File: config.mk
export PLATFORM = sky130hd
export DESIGN_NAME = risc_multicycle_controller
export DESIGN_NICKNAME = d
export VERILOG_FILES = /design/src/rtl/risc_pkg.sv /design/src/rtl/risc_multicycle_controller_alu_decoder.sv /design/src/rtl/risc_multicycle_controller.sv
export SDC_FILE = /design/constraint.sdc
export NUM_CORES = 1
export LEC_CHECK = 0
export ABC_CLOCK_PERIOD_IN_PS = 3670
export CAP_MARGIN = 20
export CORE_MARGIN = 5
export CORE_UTILIZATION = 51
export CTS_CLUSTER_DIAMETER = 150
export DETAILED_ROUTE_END_ITERATION = 10
export PLACE_DENSITY_LB_ADDON = 0.2
export SLEW_MARGIN = 20
export SYNTH_ARGS = -nofsm -noshare
export SYNTH_HDL_FRONTEND = slang
export SYNTH_SLANG_ARGS = --single-unit
File: constraint.sdc
create_clock -name clk -period 3.67 [get_ports clk]
set_input_delay 0.734 -clock clk [delete_from_list [all_inputs] [get_ports clk]]
set_output_delay 0.734 -clock clk [all_outputs]
set_load 0.03 [all_outputs]
File: src/rtl/risc_pkg.sv
// Shared constants for the multi-cycle RV32I controller: FSM state codes,
// ALU operation codes, datapath mux encodings and the opcodes it decodes.
package risc_pkg;

    // FSM state codes; kept as plain constants so older tools and netlists can use them
    typedef logic [3:0] state_t;

    localparam state_t S_IDLE    = 4'd0;
    localparam state_t S_FETCH   = 4'd1;
    localparam state_t S_DECODE  = 4'd2;
    localparam state_t S_MEM_ADR = 4'd3;
    localparam state_t S_MEM_RD  = 4'd4;
    localparam state_t S_MEM_WB  = 4'd5;
    localparam state_t S_MEM_WR  = 4'd6;
    localparam state_t S_EXEC_R  = 4'd7;
    localparam state_t S_EXEC_I  = 4'd8;
    localparam state_t S_ALU_WB  = 4'd9;
    localparam state_t S_BRANCH  = 4'd10;
    localparam state_t S_JAL     = 4'd11;
    localparam state_t S_LUI     = 4'd12;
    localparam state_t S_TRAP    = 4'd13;

    // ALU operation codes (4 bits; zero-extended when the port is wider)
    localparam logic [3:0] ALU_ADD  = 4'd0;
    localparam logic [3:0] ALU_SUB  = 4'd1;
    localparam logic [3:0] ALU_AND  = 4'd2;
    localparam logic [3:0] ALU_OR   = 4'd3;
    localparam logic [3:0] ALU_SLL  = 4'd4;
    localparam logic [3:0] ALU_SRL  = 4'd5;
    localparam logic [3:0] ALU_XOR  = 4'd6;
    localparam logic [3:0] ALU_SLT  = 4'd7;
    localparam logic [3:0] ALU_SRA  = 4'd8;
    localparam logic [3:0] ALU_SLTU = 4'd9;

    // ALU A-operand select
    localparam logic [1:0] SRC_A_PC     = 2'b00;
    localparam logic [1:0] SRC_A_OLD_PC = 2'b01;
    localparam logic [1:0] SRC_A_RS1    = 2'b10;
    localparam logic [1:0] SRC_A_ZERO   = 2'b11;

    // ALU B-operand select
    localparam logic [1:0] SRC_B_RS2  = 2'b00;
    localparam logic [1:0] SRC_B_IMM  = 2'b01;
    localparam logic [1:0] SRC_B_FOUR = 2'b10;

    // Immediate formats
    localparam logic [2:0] IMM_I = 3'b000;
    localparam logic [2:0] IMM_S = 3'b001;
    localparam logic [2:0] IMM_B = 3'b010;
    localparam logic [2:0] IMM_J = 3'b011;
    localparam logic [2:0] IMM_U = 3'b100;

    // Register-file write-back source
    localparam logic [1:0] RES_ALU     = 2'b00;
    localparam logic [1:0] RES_MEM     = 2'b01;
    localparam logic [1:0] RES_ALU_OUT = 2'b10;

    // Opcodes understood by the controller
    localparam logic [6:0] OP_LOAD   = 7'b0000011;
    localparam logic [6:0] OP_STORE  = 7'b0100011;
    localparam logic [6:0] OP_R      = 7'b0110011;
    localparam logic [6:0] OP_I      = 7'b0010011;
    localparam logic [6:0] OP_BRANCH = 7'b1100011;
    localparam logic [6:0] OP_JAL    = 7'b1101111;
    localparam logic [6:0] OP_LUI    = 7'b0110111;

    // Branch funct3 codes that are implemented
    localparam logic [2:0] F3_BEQ = 3'b000;
    localparam logic [2:0] F3_BNE = 3'b001;
    localparam logic [2:0] F3_BLT = 3'b100;
    localparam logic [2:0] F3_BGE = 3'b101;

    // True when funct3 names a branch this controller implements
    function automatic logic branch_f3_legal(input logic [2:0] f3);
        return (f3 == F3_BEQ) || (f3 == F3_BNE) || (f3 == F3_BLT) || (f3 == F3_BGE);
    endfunction

endpackage

File: src/rtl/risc_multicycle_controller_alu_decoder.sv
// Combinational ALU-operation decoder for R-type and I-type arithmetic.
// funct7_b5 selects SUB only for R-type; for shifts-right it selects SRA in both forms.
module alu_decoder
    import risc_pkg::*;
#(
    parameter int ALU_OP_W = 4
) (
    input  logic [6:0]          opcode,
    input  logic [2:0]          funct3,
    input  logic                funct7_b5,
    output logic [ALU_OP_W-1:0] alu_op
);

    logic       is_r_type;
    logic [3:0] op_sel;

    assign is_r_type = (opcode == OP_R);

    // Map funct3 (plus funct7 bit 5 where it matters) to an ALU operation
    always_comb begin
        op_sel = ALU_ADD;
        case (funct3)
            3'b000:  op_sel = (is_r_type && funct7_b5) ? ALU_SUB : ALU_ADD;
            3'b001:  op_sel = ALU_SLL;
            3'b010:  op_sel = ALU_SLT;
            3'b011:  op_sel = ALU_SLTU;
            3'b100:  op_sel = ALU_XOR;
            3'b101:  op_sel = funct7_b5 ? ALU_SRA : ALU_SRL;
            3'b110:  op_sel = ALU_OR;
            3'b111:  op_sel = ALU_AND;
            default: op_sel = ALU_ADD;
        endcase
    end

    assign alu_op = ALU_OP_W'(op_sel);

endmodule

File: src/rtl/risc_multicycle_controller.sv
// Multi-cycle RV32I control unit: sequences fetch, decode, execute, memory and
// write-back over several clocks, sharing one memory port and one ALU.
// Outputs are decoded from the state; only BRANCH's pc_write looks at zero/lt.
module risc_multicycle_controller
    import risc_pkg::*;
#(
    parameter int ALU_OP_W = 4,
    parameter int CNT_W    = 32,
    parameter int MEM_WAIT = 1
) (
    input  logic                clk,
    input  logic                rst_n,
    input  logic [6:0]          opcode,
    input  logic [2:0]          funct3,
    input  logic                funct7_b5,
    input  logic                zero,
    input  logic                lt,
    input  logic                mem_ready,
    output logic                pc_write,
    output logic                ir_write,
    output logic                reg_write,
    output logic                mem_read,
    output logic                mem_write,
    output logic                adr_src,
    output logic [1:0]          alu_src_a,
    output logic [1:0]          alu_src_b,
    output logic [2:0]          imm_src,
    output logic [1:0]          result_src,
    output logic [ALU_OP_W-1:0] alu_op,
    output logic                illegal,
    output logic [CNT_W-1:0]    instr_retired
);

    state_t              state;
    state_t              next_state;
    logic                mem_rdy;
    logic                branch_legal;
    logic                branch_taken;
    logic                retire;
    logic [ALU_OP_W-1:0] dec_alu_op;

    // With MEM_WAIT = 0 the memory is assumed to complete every access in one cycle
    assign mem_rdy = (MEM_WAIT != 0) ? mem_ready : 1'b1;

    assign branch_legal = branch_f3_legal(funct3);

    // Branch condition from the ALU flags; illegal funct3 never redirects the PC
    always_comb begin
        branch_taken = 1'b0;
        case (funct3)
            F3_BEQ:  branch_taken = zero;
            F3_BNE:  branch_taken = ~zero;
            F3_BLT:  branch_taken = lt;
            F3_BGE:  branch_taken = ~lt;
            default: branch_taken = 1'b0;
        endcase
    end

    alu_decoder #(
        .ALU_OP_W (ALU_OP_W)
    ) u_alu_decoder (
        .opcode    (opcode),
        .funct3    (funct3),
        .funct7_b5 (funct7_b5),
        .alu_op    (dec_alu_op)
    );

    // State register; reset parks the machine in IDLE
    always_ff @(posedge clk or negedge rst_n) begin
        if (!rst_n) begin
            state <= S_IDLE;
        end else begin
            state <= next_state;
        end
    end

    // Next-state sequencing, including the memory wait holds and the sticky trap
    always_comb begin
        next_state = state;
        case (state)
            S_IDLE:    next_state = S_FETCH;
            S_FETCH:   next_state = mem_rdy ? S_DECODE : S_FETCH;
            S_DECODE: begin
                case (opcode)
                    OP_LOAD, OP_STORE: next_state = S_MEM_ADR;
                    OP_R:              next_state = S_EXEC_R;
                    OP_I:              next_state = S_EXEC_I;
                    OP_BRANCH:         next_state = S_BRANCH;
                    OP_JAL:            next_state = S_JAL;
                    OP_LUI:            next_state = S_LUI;
                    default:           next_state = S_TRAP;
                endcase
            end
            S_MEM_ADR: next_state = (opcode == OP_LOAD) ? S_MEM_RD : S_MEM_WR;
            S_MEM_RD:  next_state = mem_rdy ? S_MEM_WB : S_MEM_RD;
            S_MEM_WB:  next_state = S_FETCH;
            S_MEM_WR:  next_state = mem_rdy ? S_FETCH : S_MEM_WR;
            S_EXEC_R:  next_state = S_ALU_WB;
            S_EXEC_I:  next_state = S_ALU_WB;
            S_ALU_WB:  next_state = S_FETCH;
            S_BRANCH:  next_state = branch_legal ? S_FETCH : S_TRAP;
            S_JAL:     next_state = S_ALU_WB;
            S_LUI:     next_state = S_ALU_WB;
            S_TRAP:    next_state = S_TRAP;
            default:   next_state = S_IDLE;
        endcase
    end

    // Datapath control decode; everything not named in a state stays 0 / ADD
    always_comb begin
        pc_write   = 1'b0;
        ir_write   = 1'b0;
        reg_write  = 1'b0;
        mem_read   = 1'b0;
        mem_write  = 1'b0;
        adr_src    = 1'b0;
        alu_src_a  = SRC_A_PC;
        alu_src_b  = SRC_B_RS2;
        imm_src    = IMM_I;
        result_src = RES_ALU;
        alu_op     = ALU_OP_W'(ALU_ADD);
        illegal    = 1'b0;
        case (state)
            S_FETCH: begin
                mem_read  = 1'b1;
                adr_src   = 1'b0;
                alu_src_a = SRC_A_PC;
                alu_src_b = SRC_B_FOUR;
                ir_write  = mem_rdy;
                pc_write  = mem_rdy;
            end
            S_DECODE: begin
                alu_src_a = SRC_A_OLD_PC;
                alu_src_b = SRC_B_IMM;
                imm_src   = (opcode == OP_JAL) ? IMM_J : IMM_B;
            end
            S_MEM_ADR: begin
                alu_src_a = SRC_A_RS1;
                alu_src_b = SRC_B_IMM;
                imm_src   = (opcode == OP_LOAD) ? IMM_I : IMM_S;
            end
            S_MEM_RD: begin
                adr_src    = 1'b1;
                mem_read   = 1'b1;
                result_src = RES_ALU_OUT;
            end
            S_MEM_WB: begin
                result_src = RES_MEM;
                reg_write  = 1'b1;
            end
            S_MEM_WR: begin
                adr_src    = 1'b1;
                mem_write  = 1'b1;
                result_src = RES_ALU_OUT;
            end
            S_EXEC_R: begin
                alu_src_a = SRC_A_RS1;
                alu_src_b = SRC_B_RS2;
                alu_op    = dec_alu_op;
            end
            S_EXEC_I: begin
                alu_src_a = SRC_A_RS1;
                alu_src_b = SRC_B_IMM;
                imm_src   = IMM_I;
                alu_op    = dec_alu_op;
            end
            S_ALU_WB: begin
                result_src = RES_ALU_OUT;
                reg_write  = 1'b1;
            end
            S_BRANCH: begin
                alu_src_a  = SRC_A_RS1;
                alu_src_b  = SRC_B_RS2;
                alu_op     = ALU_OP_W'(ALU_SUB);
                result_src = RES_ALU_OUT;
                pc_write   = branch_legal && branch_taken;
            end
            S_JAL: begin
                alu_src_a  = SRC_A_OLD_PC;
                alu_src_b  = SRC_B_FOUR;
                result_src = RES_ALU_OUT;
                pc_write   = 1'b1;
            end
            S_LUI: begin
                alu_src_a = SRC_A_ZERO;
                alu_src_b = SRC_B_IMM;
                imm_src   = IMM_U;
            end
            S_TRAP: begin
                illegal = 1'b1;
            end
            default: begin
                illegal = 1'b0;
            end
        endcase
    end

    // An instruction retires when its final state hands back to FETCH
    assign retire = (state == S_MEM_WB)
                 || ((state == S_MEM_WR) && mem_rdy)
                 || (state == S_ALU_WB)
                 || ((state == S_BRANCH) && branch_legal);

    // Retired-instruction counter, wrapping naturally at 2^CNT_W
    always_ff @(posedge clk or negedge rst_n) begin
        if (!rst_n) begin
            instr_retired <= '0;
        end else if (retire) begin
            instr_retired <= instr_retired + CNT_W'(1);
        end
    end

endmodule
# Word level (Yosys, flattened, before mapping)
# Index checks and enable logic that the tools add are counted.
# W data, S select, Z words.
# totals
output_inout_bits	52
word_cells	81
ff_bits	36
# classes
n_eq_ne	27
n_reduce_logical	24
addsub	1
n_bitwise	2
muxes	25
# ops
op	count
$pmux W4 S9	1
$add A32 B1 Y32 const B	1
$pmux W4 S8	1
$eq A4 B4 Y1 const B	6
$pmux W4 S6	1
$eq A7 B6 Y1 const B	3
$eq A4 B3 Y1 const B	4
$eq A7 B7 Y1 const B	2
$reduce_or A2 Y1	7
$eq A3 B3 Y1 const B	4
$reduce_or A4 Y1	3
$mux W1	10
$pmux W3 S3	1
$eq A4 B2 Y1 const B	2
$mux W4	2
$pmux W2 S2	2
$pmux W4 S2	1
$eq A7 B2 Y1 const B	1
$eq A7 B5 Y1 const B	1
$eq A3 B2 Y1 const B	2
$logic_or A1 B1 Y1	6
$pmux W2 S3	1
$reduce_or A5 Y1	1
$eq A4 B1 Y1 const B	1
other kinds (10)	15

# Depth between registers and ports, before layout
# depth
word_depth	6
ltp_mapped	7

# Hierarchy
# Synthesis repeated with hierarchy kept, for this count alone.
# unflattened
hier_cells	250
area_unflattened_um2	2309.7
# by_module_without_submodules
module	instances	cells_per_inst	area_each_um2	seq_area_each_um2
risc_multicycle_controller	1	235	2209.6	900.9
alu_decoder	1	15	100.1	0.0

# Worst setup path before layout
# Ideal clock, no wire load.
# synth_path
path_kind	register to output
startpoint	register state[0]
endpoint	output port imm_src[0]
t_arrival_ns	2.415
path_slack_ns	0.521
stages_incl_launch_ff	6
cell_sequence	dfrtp_1 -> clkbuf_1 -> nand2b_1 -> nor3_1 -> nand3_1 -> o21ai_0
# synth_between
elab_chain_cells	2
elab_cells_between_ends	4
cone_classes	eq/ne (3); mux (1)
# synth_lines
item	line_no	rtl
start, declared	risc_multicycle_controller.sv:34	state_t state;
start signal, assigned	risc_multicycle_controller.sv:73	state <= next_state;
$eq A4 B4 Y1 or $eq A4 B2 Y1 (tied branches)	risc_multicycle_controller.sv:123	case (state)
$pmux W3 S3 *	risc_multicycle_controller.sv:123	
end, declared	risc_multicycle_controller.sv:27	output logic [2:0] imm_src,
# Every way passes the cells marked *; elsewhere a longest branch is shown, timed or not.

# Final worst setup path
# layout_path
startpoint	input port opcode[2]
endpoint	output port imm_src[0]
# layout_between
elab_chain_cells	3
elab_cells_between_ends	5
cone_classes	eq/ne (2); mux (3)
# layout_lines
item	line_no	rtl
start, declared	risc_multicycle_controller.sv:13	input logic [6:0] opcode,
$eq A7 B2 Y1 or $eq A7 B7 Y1 (tied branches)	risc_multicycle_controller.sv:140, risc_multicycle_controller.sv:135	
$mux W1 (on tied branches)	risc_multicycle_controller.sv:140, risc_multicycle_controller.sv:135	
$pmux W3 S3 *	risc_multicycle_controller.sv:123	
# Marked as above.

==> run summary <==
The largest net degree at the start of global routing is 37. The total power consumption of the routed design is 1653 uW. The switching portion of total power came out at 43.62%.

The sum of negative setup slack is 0 ns. The worst stage delay on the critical path came out at 0.60 ns. The clock tree skew after final layout came out at 0.004037 ns. Dividing the detail-routed via count by the number of cells gives 5.772. The final setup violation count came out at 0. STA classifies the critical path endpoint as an output pin.

In this run the standard cell core region covers 4294 sq um. The netlist area before placement is 2225 sq um. The run finished with clean final reports.

The flip-flop and latch count after synthesis came out at 36. The power per unit of standard cell area is 542.1 nW/um^2. The via count of the first global-routing pass is 2017. The fmax came out at 285.3 MHz.

The highest layer touched by signal routing is met4. The die extent in x came out at 76.05 um. The filler cell count in the final layout is 359. In this run the core area contains 24 standard-cell rows. The wire length of the first global-routing pass is 9653 um.

Hold repair after CTS inserted 0 buffers. The number of sinks handled by clock tree synthesis came out at 36. The post-CTS repair timing setup buffer count is 0. Summed over all layers, the global routing overflow is 0. Hold timing on the final database bottoms out at a slack of 0.4724 ns.

The effective utilization at floorplan is 51.81%. The routed metal-1 wirelength is 2581 um. Setup repair after global routing left no endpoint under its margin. The mux share of post-synthesis cell area is 1.856%. The number of top-level pins is 68. The average routed wire per standard cell is 15.44 um. The ratio of final minimum period to clock period is 95.49%. The number of standard cells after synthesis is 249.

The clock edge transition at the registers on the reported setup and hold paths came out at 0.07 ns. The cell at the root of the clock tree is clkbuf_8. At the later pin of the worst-skew pair, clock insertion delay measures 0.28 ns.

Across the run, the number of max-cap violations was 0. The cell at the slowest stage of the critical path is clkdlybuf4s50_1. The length of the first detailed-routing pass in iterations is 4. The aggregate routed wire length is 5742 um. In the routed design, unresolved DRC markers number 0. Leaving out fill and tap cells, the most frequent cell in the layout is clkdlybuf4s50_1. The finished layout holds 372 standard cells, fillers aside. For this design the total switching power over the nets is 721.0 uW. The number of I/O port buffers is 67. The largest fanout on the critical path came out at 5. The detailed route wirelength on metal3 is 349 um. The number of gates resized after cts came out at 0. The initial antenna violation count came out at 0. VDD sags by at most 379.9 uV. The unique cell type count in the Yosys netlist is 42. The portion of total power attributed to combinational logic came out at 52.0%. TritonCTS built the clock tree. The required time of the worst setup path is 2.94 ns. The amount of wire on met2 after detailed routing came out at 2762 um. The most numerous cell type found on the critical path is clkdlybuf4s50_1.

The global placement routability congestion came out at 0.8787. The arithmetic-cell share of the synthesized area counting full adders, half adders and majority gates came out at 0.5624%. Registers take 900.9 sq um.

The fraction of layout instances using a drive strength above 1 is 6.250%. The kind of launch point of the worst setup path is an input pin. The critical path goes through clkdlybuf4s50_1, nor2_1, nand3_1, or4_1, nand4_1, o21ai_0, clkdlybuf4s50_1.

The post-synthesis sequential area ratio is 40.49%. Data arrives at the worst endpoint at 2.77 ns. The maximum clock path buffer count came out at 2.

The reported leakage power came out at 0.001230 uW. The top cell types in the final layout, fill and taps aside, are clkdlybuf4s50_1 (67), dfrtp_1 (36), xnor2_1 (30), nand2_1 (23). The number of hold violations in the final report is 0.

The aggregate global-route resource usage came out at 19.88%. The setup path with the least slack is of type in -> out. The cell-internal power came out at 932.0 uW. The transition at the pin with the smallest max-transition slack came out at 0.5843 ns. The worst hold path belongs to the class reg -> reg. The XOR/XNOR share of the synthesized area came out at 12.60%. The number of nets still failing antenna checks after routing is 0. The multi-input combinational cells in the finished layout cover a total of 1252 sq um. The floorplan step defined a die boundary enclosing 5783 sq um. The combinational family with the most area after synthesis is simple AND/OR/NAND/NOR gates. The number of nets in the synthesized netlist is 266.

The number of max-slew violations in the final report was 0. The final standard cell utilization of the core came out at 71.01%. The number of design-rule violations left by the first detailed-router iteration is 163. The die is 76.05 um tall. The number of diodes is 0.

The post-detailed-placement half-perimeter wirelength is 4238 um. Sequential cells account for 30.8% of the total power. The placed cell count came out at 364. Per report_power, the clock group accounts for 17.2% of the total. The total number of nets in the final design is 336. The basic-gate share of the synthesized area counting and, or, nand and nor cells is 30.20%. The synthesis warning total is 0.

The total CTS buffers came out at 5. The average footprint of a synthesized cell is 8.934 sq um. The layout overhead on the synthesized area is 37.06%. The H-tree depth is 2. The headroom to the max-slew limit came out at 60.75%. The time the final worst path needs with I/O delays and setup came out at 3.505 ns.

Detailed routing inserted a total of 2147 vias. The complex-gate fraction of the synthesized area is 11.08%.
## sequential cells by signal (all words and copies together), names as in the netlist
signal / flops
state: 4
instr_retired: 32
## synthesized netlist by cell type
cell      count  area [sq um]
nor3_1        6         30.03
or3_1         2         12.51
nor4_1        3         18.77
a21boi_0      1         7.510
nand3_1      18         90.09
a31oi_1       1         6.260
a221o_1       1         10.01
buf_6         2         22.52
nand2_1      23         86.33
and2_1        2         12.51
inv_1         4         15.01
nand2b_1      8         50.05
nand4_1      18         112.6
or3b_1        1         8.760
xor2_1        2         17.52
o31a_1        2         17.52
a21o_1        3         22.52
o221ai_1      1         8.760
nand4_2       1         12.51
or2b_1        1         7.510
nand3b_1      4         30.03
mux2i_1       3         30.03
and4_1        3         26.28
and3b_1       1         8.760
a21oi_4       1         16.27
nor2_1       18         67.56
ha_1          1         12.51
clkbuf_1      9         33.78
o21ai_0       6         30.03
nor2b_1       2         12.51
a31o_2        1         8.760
a21oi_2       1         8.760
a21oi_1      11         55.05
o21bai_1      2         15.01
mux2_2        1         11.26
or4_1         2         15.01
nor3b_1       1         7.510
a211oi_1      2         15.01
o22ai_1       4         25.02
and3_1       10         62.56
dfrtp_1      36         900.9
xnor2_1      30         262.8
## stage by stage
| step | area [sq um] | setup slack (ns) |
|---|---|---|
| after floorplan | 2225 | 0.5214 |
| after detailed placement | 2957 | 0.1921 |
| final | 3049 | 0.1653 |
| after global routing | 3049 | 0.03508 |
| after global placement | 2957 | 0.2113 |
| after CTS | 3049 | 0.1870 |
## critical path, delay by kind of cell
family	cells	cell delay (ns)
and+or+nand+nor	4	0.85
AOI/OAI and AO/OA	1	0.11
buffers and inverters	2	1.07
## cells by family after synthesis
group           Yosys count
simple gates            124
compound gates           37
flops                    36
xor+xnor                 32
buf+inv                  15
mux                       4
fa+ha+maj                 1
## per-layer routing
layer,vias to the layer above,track usage (%)
met5,-,0
met4,0,5.338
met3,4,3.901
met2,72,31.08
met1,1031,28.07
li1,1040,-
## power groups by stage
stage | registers, uW | clock network (uW) | logic (uW)
2_1_floorplan | 546 | 0 | 508
3_3_place_gp | 514 | 0 | 860
3_5_place_dp | 514 | 0 | 860
4_1_cts | 506 | 290 | 863
5_1_grt | 517 | 309 | 928
6_report | 508 | 284 | 860
## area by class of cell
| type | instances | area share, % |
|---|---|---|
| clock inverters | 2 | 0.3283 |
| multi-input cells | 198 | 41.08 |
| clock buffers | 6 | 2.708 |
| well taps | 52 | 2.134 |
| repair buffers | 74 | 23.72 |
| flip-flops and latches | 36 | 29.54 |
| inverters | 4 | 0.4924 |
## worst paths after layout
path | endpoint | start | slack (ns) | cells after the start
setup / recovery | imm_src[0] | opcode[2] | 0.17 | 7
max in group asynchronous | instr_retired[6] | rst_n | 2.48 | 2
setup reg to reg | instr_retired[25] | state[2] | 1.50 | 5
min in group asynchronous | instr_retired[30] | rst_n | 0.87 | 2
hold reg to reg | instr_retired[31] | instr_retired[31] | 0.47 | 1
hold / removal | instr_retired[31] | instr_retired[31] | 0.47 | 1
No activity file was read; power rests on OpenSTA's default activity.
